$ cat src/rtl/alu_pkg.sv
// Shared types for the multi-cycle ALU: opcode map, FSM states, debug view
// and the helper that tells the FSM which opcodes take the iterative path.
package alu_pkg;

  typedef enum logic [2:0] {
    OP_ADD = 3'd0,
    OP_SUB = 3'd1,
    OP_MUL = 3'd2,
    OP_DIV = 3'd3,
    OP_AND = 3'd4,
    OP_OR  = 3'd5,
    OP_XOR = 3'd6,
    OP_MOD = 3'd7
  } op_e;

  typedef enum logic [1:0] {
    IDLE = 2'd0,
    BUSY = 2'd1,
    DONE = 2'd2
  } state_e;

  // Wide enough for DATA_WIDTH up to 32.
  localparam int CNT_W = 6;

  typedef struct packed {
    state_e             state;
    logic [CNT_W-1:0]   cnt;
    logic               iter_done;
  } dbg_t;

  function automatic logic is_iter(op_e op);
    return (op == OP_MUL) || (op == OP_DIV) || (op == OP_MOD);
  endfunction

endpackage

$ cat src/rtl/alu_mc_if.sv
// Issue/result bus of the multi-cycle ALU. master = issue stage plus result
// consumer, slave = the ALU.
interface alu_mc_if #(
  parameter int DATA_WIDTH = 8
);
  localparam int RES_WIDTH = 2*DATA_WIDTH + 1;

  // Handshake: a transfer happens on a rising edge where valid && ready.
  // The producer holds its payload stable while valid && !ready; ready may
  // depend on state only, never combinationally on valid.
  logic                  in_valid;
  logic                  in_ready;
  logic [2:0]            sel;
  logic [DATA_WIDTH-1:0] in0;
  logic [DATA_WIDTH-1:0] in1;
  logic                  out_valid;
  logic                  out_ready;
  logic [RES_WIDTH-1:0]  out;
  logic                  zero;
  logic                  div_by_zero;

  modport master (
    output in_valid, sel, in0, in1, out_ready,
    input  in_ready, out_valid, out, zero, div_by_zero
  );

  modport slave (
    input  in_valid, sel, in0, in1, out_ready,
    output in_ready, out_valid, out, zero, div_by_zero
  );

endinterface

$ cat src/rtl/alu_muldiv_iter.sv
// Iterative shift-add multiplier and restoring divider. The first iteration
// runs on the start edge itself, so results are final DATA_WIDTH-1 edges later.
module alu_muldiv_iter
  import alu_pkg::*;
#(
  parameter int DATA_WIDTH = 8
) (
  input  logic                    clk,
  input  logic                    rst_n,
  input  logic                    start,
  input  op_e                     op,
  input  logic [DATA_WIDTH-1:0]   a,
  input  logic [DATA_WIDTH-1:0]   b,
  output logic                    done,
  output logic [2*DATA_WIDTH-1:0] product,
  output logic [DATA_WIDTH-1:0]   quotient,
  output logic [DATA_WIDTH-1:0]   remainder
);

  localparam int DW = DATA_WIDTH;

  logic                busy_q, busy_d;
  logic                done_q, done_d;
  logic                mul_q, mul_d;
  logic [CNT_W-1:0]    cnt_q, cnt_d;
  logic [2*DW-1:0]     acc_q, acc_d;
  logic [2*DW-1:0]     mcand_q, mcand_d;
  logic [DW-1:0]       mplier_q, mplier_d;
  logic [DW-1:0]       rem_q, rem_d;
  logic [DW-1:0]       quo_q, quo_d;
  logic [DW-1:0]       dvsr_q, dvsr_d;

  // Iteration source: fresh operands on start, registered state otherwise.
  logic                c_mul;
  logic [2*DW-1:0]     c_acc, c_mcand;
  logic [DW-1:0]       c_mplier, c_rem, c_quo, c_dvsr;
  logic [DW:0]         rem_sh;
  logic [DW+1:0]       trial;

  always_comb begin
    busy_d   = busy_q;
    done_d   = 1'b0;
    mul_d    = mul_q;
    cnt_d    = cnt_q;
    acc_d    = acc_q;
    mcand_d  = mcand_q;
    mplier_d = mplier_q;
    rem_d    = rem_q;
    quo_d    = quo_q;
    dvsr_d   = dvsr_q;
    rem_sh   = '0;
    trial    = '0;

    if (start) begin
      c_mul    = (op == OP_MUL);
      c_acc    = '0;
      c_mcand  = (2*DW)'(a);
      c_mplier = b;
      c_rem    = '0;
      c_quo    = a;
      c_dvsr   = b;
    end else begin
      c_mul    = mul_q;
      c_acc    = acc_q;
      c_mcand  = mcand_q;
      c_mplier = mplier_q;
      c_rem    = rem_q;
      c_quo    = quo_q;
      c_dvsr   = dvsr_q;
    end

    if (start || busy_q) begin
      mul_d = c_mul;
      if (c_mul) begin
        acc_d    = c_mplier[0] ? (c_acc + c_mcand) : c_acc;
        mcand_d  = c_mcand << 1;
        mplier_d = c_mplier >> 1;
      end else begin
        // Bring in the next dividend bit, keep the trial difference if no borrow.
        rem_sh = {c_rem, c_quo[DW-1]};
        trial  = {1'b0, rem_sh} - {2'b00, c_dvsr};
        dvsr_d = c_dvsr;
        if (!trial[DW+1]) begin
          rem_d = trial[DW-1:0];
          quo_d = {c_quo[DW-2:0], 1'b1};
        end else begin
          rem_d = rem_sh[DW-1:0];
          quo_d = {c_quo[DW-2:0], 1'b0};
        end
      end
    end

    if (start) begin
      busy_d = 1'b1;
      cnt_d  = CNT_W'(DW - 1);
    end else if (busy_q) begin
      cnt_d = cnt_q - CNT_W'(1);
      if (cnt_q == CNT_W'(1)) begin
        busy_d = 1'b0;
        done_d = 1'b1;
      end
    end
  end

  always_ff @(posedge clk or negedge rst_n) begin
    if (!rst_n) begin
      busy_q   <= 1'b0;
      done_q   <= 1'b0;
      mul_q    <= 1'b0;
      cnt_q    <= '0;
      acc_q    <= '0;
      mcand_q  <= '0;
      mplier_q <= '0;
      rem_q    <= '0;
      quo_q    <= '0;
      dvsr_q   <= '0;
    end else begin
      busy_q   <= busy_d;
      done_q   <= done_d;
      mul_q    <= mul_d;
      cnt_q    <= cnt_d;
      acc_q    <= acc_d;
      mcand_q  <= mcand_d;
      mplier_q <= mplier_d;
      rem_q    <= rem_d;
      quo_q    <= quo_d;
      dvsr_q   <= dvsr_d;
    end
  end

  assign done      = done_q;
  assign product   = acc_q;
  assign quotient  = quo_q;
  assign remainder = rem_q;

endmodule

$ cat src/rtl/alu_mc.sv
// Multi-cycle 8-op ALU: handshake FSM, single-cycle ops, flags and the output
// register; MUL/DIV/MOD are delegated to alu_muldiv_iter.
module alu_mc
  import alu_pkg::*;
#(
  parameter  int DATA_WIDTH = 8,
  localparam int RES_WIDTH  = 2*DATA_WIDTH + 1
) (
  input  logic      clk,
  input  logic      rst_n,
  alu_mc_if.slave   bus,
  output dbg_t      dbg
);

  state_e                 state_q, state_d;
  logic [CNT_W-1:0]       cnt_q, cnt_d;
  op_e                    op_q, op_d;
  logic [RES_WIDTH-1:0]   out_q, out_d;
  logic                   zero_q, zero_d;
  logic                   dbz_q, dbz_d;

  op_e                    sel_op;
  logic                   start;
  logic                   div0;
  logic [RES_WIDTH-1:0]   a_ext, b_ext;
  logic [RES_WIDTH-1:0]   single_res;
  logic [RES_WIDTH-1:0]   iter_res;
  logic                   mdone;
  logic [2*DATA_WIDTH-1:0] product;
  logic [DATA_WIDTH-1:0]  quotient;
  logic [DATA_WIDTH-1:0]  remainder;

  assign sel_op = op_e'(bus.sel);
  assign a_ext  = RES_WIDTH'(bus.in0);
  assign b_ext  = RES_WIDTH'(bus.in1);
  assign div0   = ((sel_op == OP_DIV) || (sel_op == OP_MOD)) && (bus.in1 == '0);

  // SUB wraps in RES_WIDTH bits, which is the sign-carried difference.
  always_comb begin
    case (sel_op)
      OP_ADD:  single_res = a_ext + b_ext;
      OP_SUB:  single_res = a_ext - b_ext;
      OP_AND:  single_res = a_ext & b_ext;
      OP_OR:   single_res = a_ext | b_ext;
      OP_XOR:  single_res = a_ext ^ b_ext;
      default: single_res = '0;
    endcase
  end

  always_comb begin
    case (op_q)
      OP_MUL:  iter_res = RES_WIDTH'(product);
      OP_DIV:  iter_res = RES_WIDTH'(quotient);
      OP_MOD:  iter_res = RES_WIDTH'(remainder);
      default: iter_res = '0;
    endcase
  end

  always_comb begin
    state_d = state_q;
    cnt_d   = cnt_q;
    op_d    = op_q;
    out_d   = out_q;
    zero_d  = zero_q;
    dbz_d   = dbz_q;
    start   = 1'b0;

    case (state_q)
      IDLE: begin
        if (bus.in_valid) begin
          op_d = sel_op;
          if (div0) begin
            out_d   = '0;
            zero_d  = 1'b1;
            dbz_d   = 1'b1;
            state_d = DONE;
          end else if (is_iter(sel_op)) begin
            start   = 1'b1;
            cnt_d   = CNT_W'(DATA_WIDTH);
            state_d = BUSY;
          end else begin
            out_d   = single_res;
            zero_d  = (single_res == '0);
            dbz_d   = 1'b0;
            state_d = DONE;
          end
        end
      end
      BUSY: begin
        // The iterator finishes on the same edge the counter reaches 1.
        if (cnt_q == CNT_W'(1)) begin
          out_d   = iter_res;
          zero_d  = (iter_res == '0);
          dbz_d   = 1'b0;
          state_d = DONE;
        end else begin
          cnt_d = cnt_q - CNT_W'(1);
        end
      end
      DONE: begin
        if (bus.out_ready) state_d = IDLE;
      end
      default: state_d = IDLE;
    endcase
  end

  always_ff @(posedge clk or negedge rst_n) begin
    if (!rst_n) begin
      state_q <= IDLE;
      cnt_q   <= '0;
      op_q    <= OP_ADD;
      out_q   <= '0;
      zero_q  <= 1'b0;
      dbz_q   <= 1'b0;
    end else begin
      state_q <= state_d;
      cnt_q   <= cnt_d;
      op_q    <= op_d;
      out_q   <= out_d;
      zero_q  <= zero_d;
      dbz_q   <= dbz_d;
    end
  end

  alu_muldiv_iter #(.DATA_WIDTH(DATA_WIDTH)) u_iter (
    .clk       (clk),
    .rst_n     (rst_n),
    .start     (start),
    .op        (sel_op),
    .a         (bus.in0),
    .b         (bus.in1),
    .done      (mdone),
    .product   (product),
    .quotient  (quotient),
    .remainder (remainder)
  );

  assign bus.in_ready    = (state_q == IDLE);
  assign bus.out_valid   = (state_q == DONE);
  assign bus.out         = out_q;
  assign bus.zero        = zero_q;
  assign bus.div_by_zero = dbz_q;

  always_comb begin
    dbg.state     = state_q;
    dbg.cnt       = cnt_q;
    dbg.iter_done = mdone;
  end

endmodule

$ cat src/flat_wrapper.sv
// flat-port wrapper written by rule: the top's interface ports become plain ports
module alu_mc_flat import alu_pkg::*;
#(
  parameter  int DATA_WIDTH = 8,
  localparam int RES_WIDTH  = 2*DATA_WIDTH + 1
)
  (clk, rst_n, dbg, bus_in_valid, bus_sel, bus_in0, bus_in1, bus_out_ready, bus_in_ready, bus_out_valid, bus_out, bus_zero, bus_div_by_zero);
  alu_mc_if #(.DATA_WIDTH(DATA_WIDTH)) bus_i ();
  input  logic clk;
  input  logic rst_n;
  output dbg_t dbg;
  input wire logic [$bits(bus_i.in_valid)-1:0] bus_in_valid;
  input wire logic [$bits(bus_i.sel)-1:0] bus_sel;
  input wire logic [$bits(bus_i.in0)-1:0] bus_in0;
  input wire logic [$bits(bus_i.in1)-1:0] bus_in1;
  input wire logic [$bits(bus_i.out_ready)-1:0] bus_out_ready;
  output wire logic [$bits(bus_i.in_ready)-1:0] bus_in_ready;
  output wire logic [$bits(bus_i.out_valid)-1:0] bus_out_valid;
  output wire logic [$bits(bus_i.out)-1:0] bus_out;
  output wire logic [$bits(bus_i.zero)-1:0] bus_zero;
  output wire logic [$bits(bus_i.div_by_zero)-1:0] bus_div_by_zero;
  assign bus_i.in_valid = bus_in_valid;
  assign bus_i.sel = bus_sel;
  assign bus_i.in0 = bus_in0;
  assign bus_i.in1 = bus_in1;
  assign bus_i.out_ready = bus_out_ready;
  assign bus_in_ready = bus_i.in_ready;
  assign bus_out_valid = bus_i.out_valid;
  assign bus_out = bus_i.out;
  assign bus_zero = bus_i.zero;
  assign bus_div_by_zero = bus_i.div_by_zero;
  alu_mc #(.DATA_WIDTH(DATA_WIDTH)) u_core (.clk(clk), .rst_n(rst_n), .bus(bus_i), .dbg(dbg));
endmodule
$ cat config.mk
export PLATFORM = sky130hd
export DESIGN_NAME = alu_mc_flat
export DESIGN_NICKNAME = d
export VERILOG_FILES = /design/src/rtl/alu_pkg.sv /design/src/rtl/alu_mc_if.sv /design/src/rtl/alu_muldiv_iter.sv /design/src/rtl/alu_mc.sv /design/src/flat_wrapper.sv
export SDC_FILE = /design/constraint.sdc
export NUM_CORES = 1
export LEC_CHECK = 0
export ABC_AREA = 1
export CAP_MARGIN = 20
export CORE_MARGIN = 10
export CORE_UTILIZATION = 63
export CTS_CLUSTER_SIZE = 14
export DETAILED_ROUTE_END_ITERATION = 6
export PLACE_DENSITY = 0.85
export SYNTH_ARGS = -nofsm -noshare
export SYNTH_HDL_FRONTEND = slang
export SYNTH_SLANG_ARGS = --single-unit
$ cat constraint.sdc
create_clock -name clk -period 8.6 [get_ports clk]
set_clock_uncertainty 0.05 [all_clocks]
set_input_delay 1.72 -clock clk [delete_from_list [all_inputs] [get_ports clk]]
set_output_delay 1.72 -clock clk [all_outputs]
set_load 0.01 [all_outputs]
==> impl_metrics.py <==
metrics = {
    "setup_path": {
        "critPathRequiredTime_ps": 8770,
        "crit_arrival_ps": 6130,
        "r2r_cells": 18,
        "reg2reg_slack_ps": 3920,
        "critPathLaunchType": "input pin",
        "crit_path_end_kind": "flop",
        "cp_max_fo": 61,
        "reg2reg_from": "u_core.state_q[0]",
        "reg2reg_to": "u_core.u_iter.remainder[2]",
        "critPathKind": "input pin to flop",
    },
    "floorplan": {
        "die_h_um": 127,
        "io_pins": 53,
        "die_x_um": 127,
        "row_count": 38,
        "start_util_pct": 65.2,
        "fp.coreArea_sq_um": 11000,
        "die_area_sq_um": 16100,
    },
    "sta": {
        "maxSlewViolCount": 0,
        "setup_viol": 0,
        "slew_headroom_pct": 32.4,
        "tns_ps": 0,
        "fmax_mhz": 168,
        "tightestPinTransition_ps": 1010,
        "fin_hold_ws_ps": 442,
        "hold_viol": 0,
        "rsz0062_at_grt": "false",
        "finalCritPeriodShare_pct": 69.3,
        "fin_crit_ps": 5960,
    },
    "pwr": {
        "power.density_nw_per_um2": 371,
        "p_leak_nw": 4.19,
        "irDropWorstVdd_mv": 0.281,
    },
    "synthesis": {
        "yosys.area_share.simple_pct": 26.8,
        "syn_inst": 1004,
        "synth_top_flop_cell": "dfrtp_1",
        "yosysSeqAreaShare_pct": 35.1,
        "synthAdderAreaFrac_pct": 9.98,
        "synth_top_family_by_area": "simple AND/OR/NAND/NOR gates",
        "postSynth.asyncResetShare_pct": 100,
        "synth_compound_area_share_pct": 15.2,
        "netlist_area_sq_um": 7190,
        "synth_edf_count": 0,
        "ys_types": 42,
        "syn_nets": 1082,
        "syn_avg_cell_area_sq_um": 7.16,
        "synthMuxAreaShare_pct": 0,
        "ys_warn_count": 0,
        "yosys_register_bits": 101,
        "synth-xor-area-share_pct": 2.44,
    },
    "finish": {
        "syn2layout_area_growth_pct": 11.5,
        "drive_gt1_share_pct": 4.70,
        "fillCellCount": 909,
        "finalNonFillerCells": 1182,
        "antenna_cells": 0,
        "final_area_sq_um": 8020,
        "nNetsFinal": 1115,
    },
    "clock_network": {
        "clock_sinks": 101,
        "cts-root-buf": "clkbuf_16",
        "cts_tree": "yes",
        "cts_inserted_buffers": 9,
        "postCtsSetupBuffers": 0,
        "clkSlewWorstSetupHoldPaths_ps": 70,
        "postCtsResizedCells": 0,
        "htree_levels": 3,
        "clockBufferDepth": 2,
        "clk_latency_ps": 360,
        "ctsHoldBuffers": 0,
    },
    "global_routing": {
        "grt_max_degree": 63,
        "antenna_found_initial": 0,
        "overflow": 0,
        "track_usage_pct": 23.4,
        "grt_pass1_vias": 6318,
        "grt_pass1_wl_um": 31100,
    },
    "detailed_routing": {
        "drc": 0,
        "routed_wl_um": 19200,
        "viasPerCell": 5.67,
        "drtIter0Drc": 827,
        "vias": 6700,
        "drtAntennaViolNets": 0,
        "dr.pass1.iters": 5,
        "wl_per_cell_um": 16.2,
    },
    "job": {
        "maxCapViolCount": 0,
    },
    "min_path": {
        "min_to": "u_core.u_iter.dvsr_q[3]",
        "min_path_cells": 2,
        "hold_path_class": "flop to flop",
        "min_from": "u_core.u_iter.dvsr_q[3]",
    },
    "placed_design": {
        "placed_area_sq_um": 7740,
        "gp_congestion": 0.927,
        "portBuffers": 52,
        "hpwl_um": 14300,
        "place_inst": 1166,
    },
    "run_status": {
        "outcome": "finished, final reports clean",
    },
}
-- stage by stage --
stage | total power [mW] | utilization [%] | setup slack (ps)
after global routing | 3.23 | 72.7 | 2190
after detailed placement | 2.54 | 70.1 | 2410
final | 2.98 | 72.7 | 2640
after CTS | 2.96 | 72.7 | 2730
after global placement | 2.49 | 70.1 | 2510
after floorplan | 2.07 | - | 4200
-- worst max-delay path, stage by stage --
cell and delay, ps:
clkdlybuf4s50_1 650, nand2_1 160, a21oi_4 200, nand3_4 550, inv_2 670, nand2_1 130, o21ai_0 210, inv_1 100
ha_1 300, nand2_1 50, o21ai_0 310, nand2_1 100, o211ai_1 130, nand2_1 130, nand3_1 300, inv_1 170
nor2_1 110, o22ai_1 90
-- layout make-up --
class / instances / area (sq um) / share of cell area [%]
multi-input cells: 715 / 3920 / 48.8
well taps: 140 / 175 / 2.18
clock buffers: 12 / 256 / 3.20
clock inverters: 4 / 30.0 / 0.374
repair buffers: 54 / 533 / 6.64
inverters: 156 / 586 / 7.30
flip-flops and latches: 101 / 2530 / 31.5
-- state kept, by name (all words and copies together), names as in the netlist, 2 cells and up, named ones only --
register	count
u_core.u_iter.quotient	8
u_core.state_q	2
u_core.u_iter.cnt_q	6
u_core.bus.out	17
u_core.u_iter.mcand_q	15
u_core.u_iter.product	15
u_core.u_iter.remainder	8
u_core.u_iter.mplier_q	7
u_core.cnt_q	6
u_core.u_iter.dvsr_q	8
u_core.op_q	3
-- cell usage in the layout, fill, tap and decap left out, drive strengths merged, types with 3 or more instances in the layout --
master,Yosys,routed
o211ai,4,4
nor3,8,8
nand3,69,69
dfrtp,101,101
ha,51,51
o221ai,5,5
inv,156,157
nand2,268,268
a2bb2oi,13,13
o21bai,4,4
nor2,84,84
o21ai,85,85
xnor2,8,8
o31ai,3,3
a31oi,8,8
a21o,4,4
buf,24,3
fa,4,4
nand4,12,12
clkdlybuf4s50,0,51
or2,9,9
clkbuf,8,12
xor2,12,12
o22ai,10,10
a21oi,45,45
-- worst max path at each step --
stage	to	cells after the start	slack, ps	from
global route	u_core.u_iter.remainder[2]	18	2190	bus_sel[1]
CTS	u_core.u_iter.remainder[2]	18	2730	bus_sel[1]
finish	u_core.u_iter.remainder[2]	18	2640	bus_sel[1]
global placement	u_core.u_iter.remainder[2]	18	2510	bus_sel[1]
floorplan	u_core.u_iter.product[15]	21	4200	bus_sel[2]
detailed placement	u_core.u_iter.remainder[2]	18	2410	bus_sel[1]
-- per-layer routing --
metal  vias to the layer above  global-route usage (%)  wire length (um)
met2                       269                    35.2              8430
met4                         0                    6.63               414
met1                      3109                    32.4              8540
met5                         -                       0                 0
met3                        34                    6.37              1780
li1                       3288                       -                 -
-- Yosys cell counts, types with 8 or more instances --
cell       count  area (sq um)
nand2_1      263           987
inv_1        149           559
dfrtp_1      101          2530
nor2_1        80           300
o21ai_0       68           340
nand3_1       66           330
ha_1          51           638
a21oi_1       44           220
buf_2         18          90.1
o21ai_1       17          85.1
a2bb2oi_1     13           114
nand4_1       12          75.1
xor2_1        12           105
o22ai_1       10          62.6
or2_2          9          56.3
a31oi_1        8          50.1
clkbuf_1       8          30.0
xnor2_1        8          70.1
-- cell families (layout without fill, tap and decap cells) --
group,count (synthesis),in the layout
adders and majority gates,55,55
DFF,101,101
and+or+nand+nor,452,452
AOI/OAI and AO/OA,187,187
other,1,1
buffers and inverters,188,226
xor gates and xnor gates,20,20
-- power by group --
part           leakage [nW]  internal [mW]  switching, mW
Sequential             1.26          0.699          0.157
Combinational          2.79          0.662           1.06
Clock                 0.139          0.214          0.188
(Power assumes the default switching activity.)
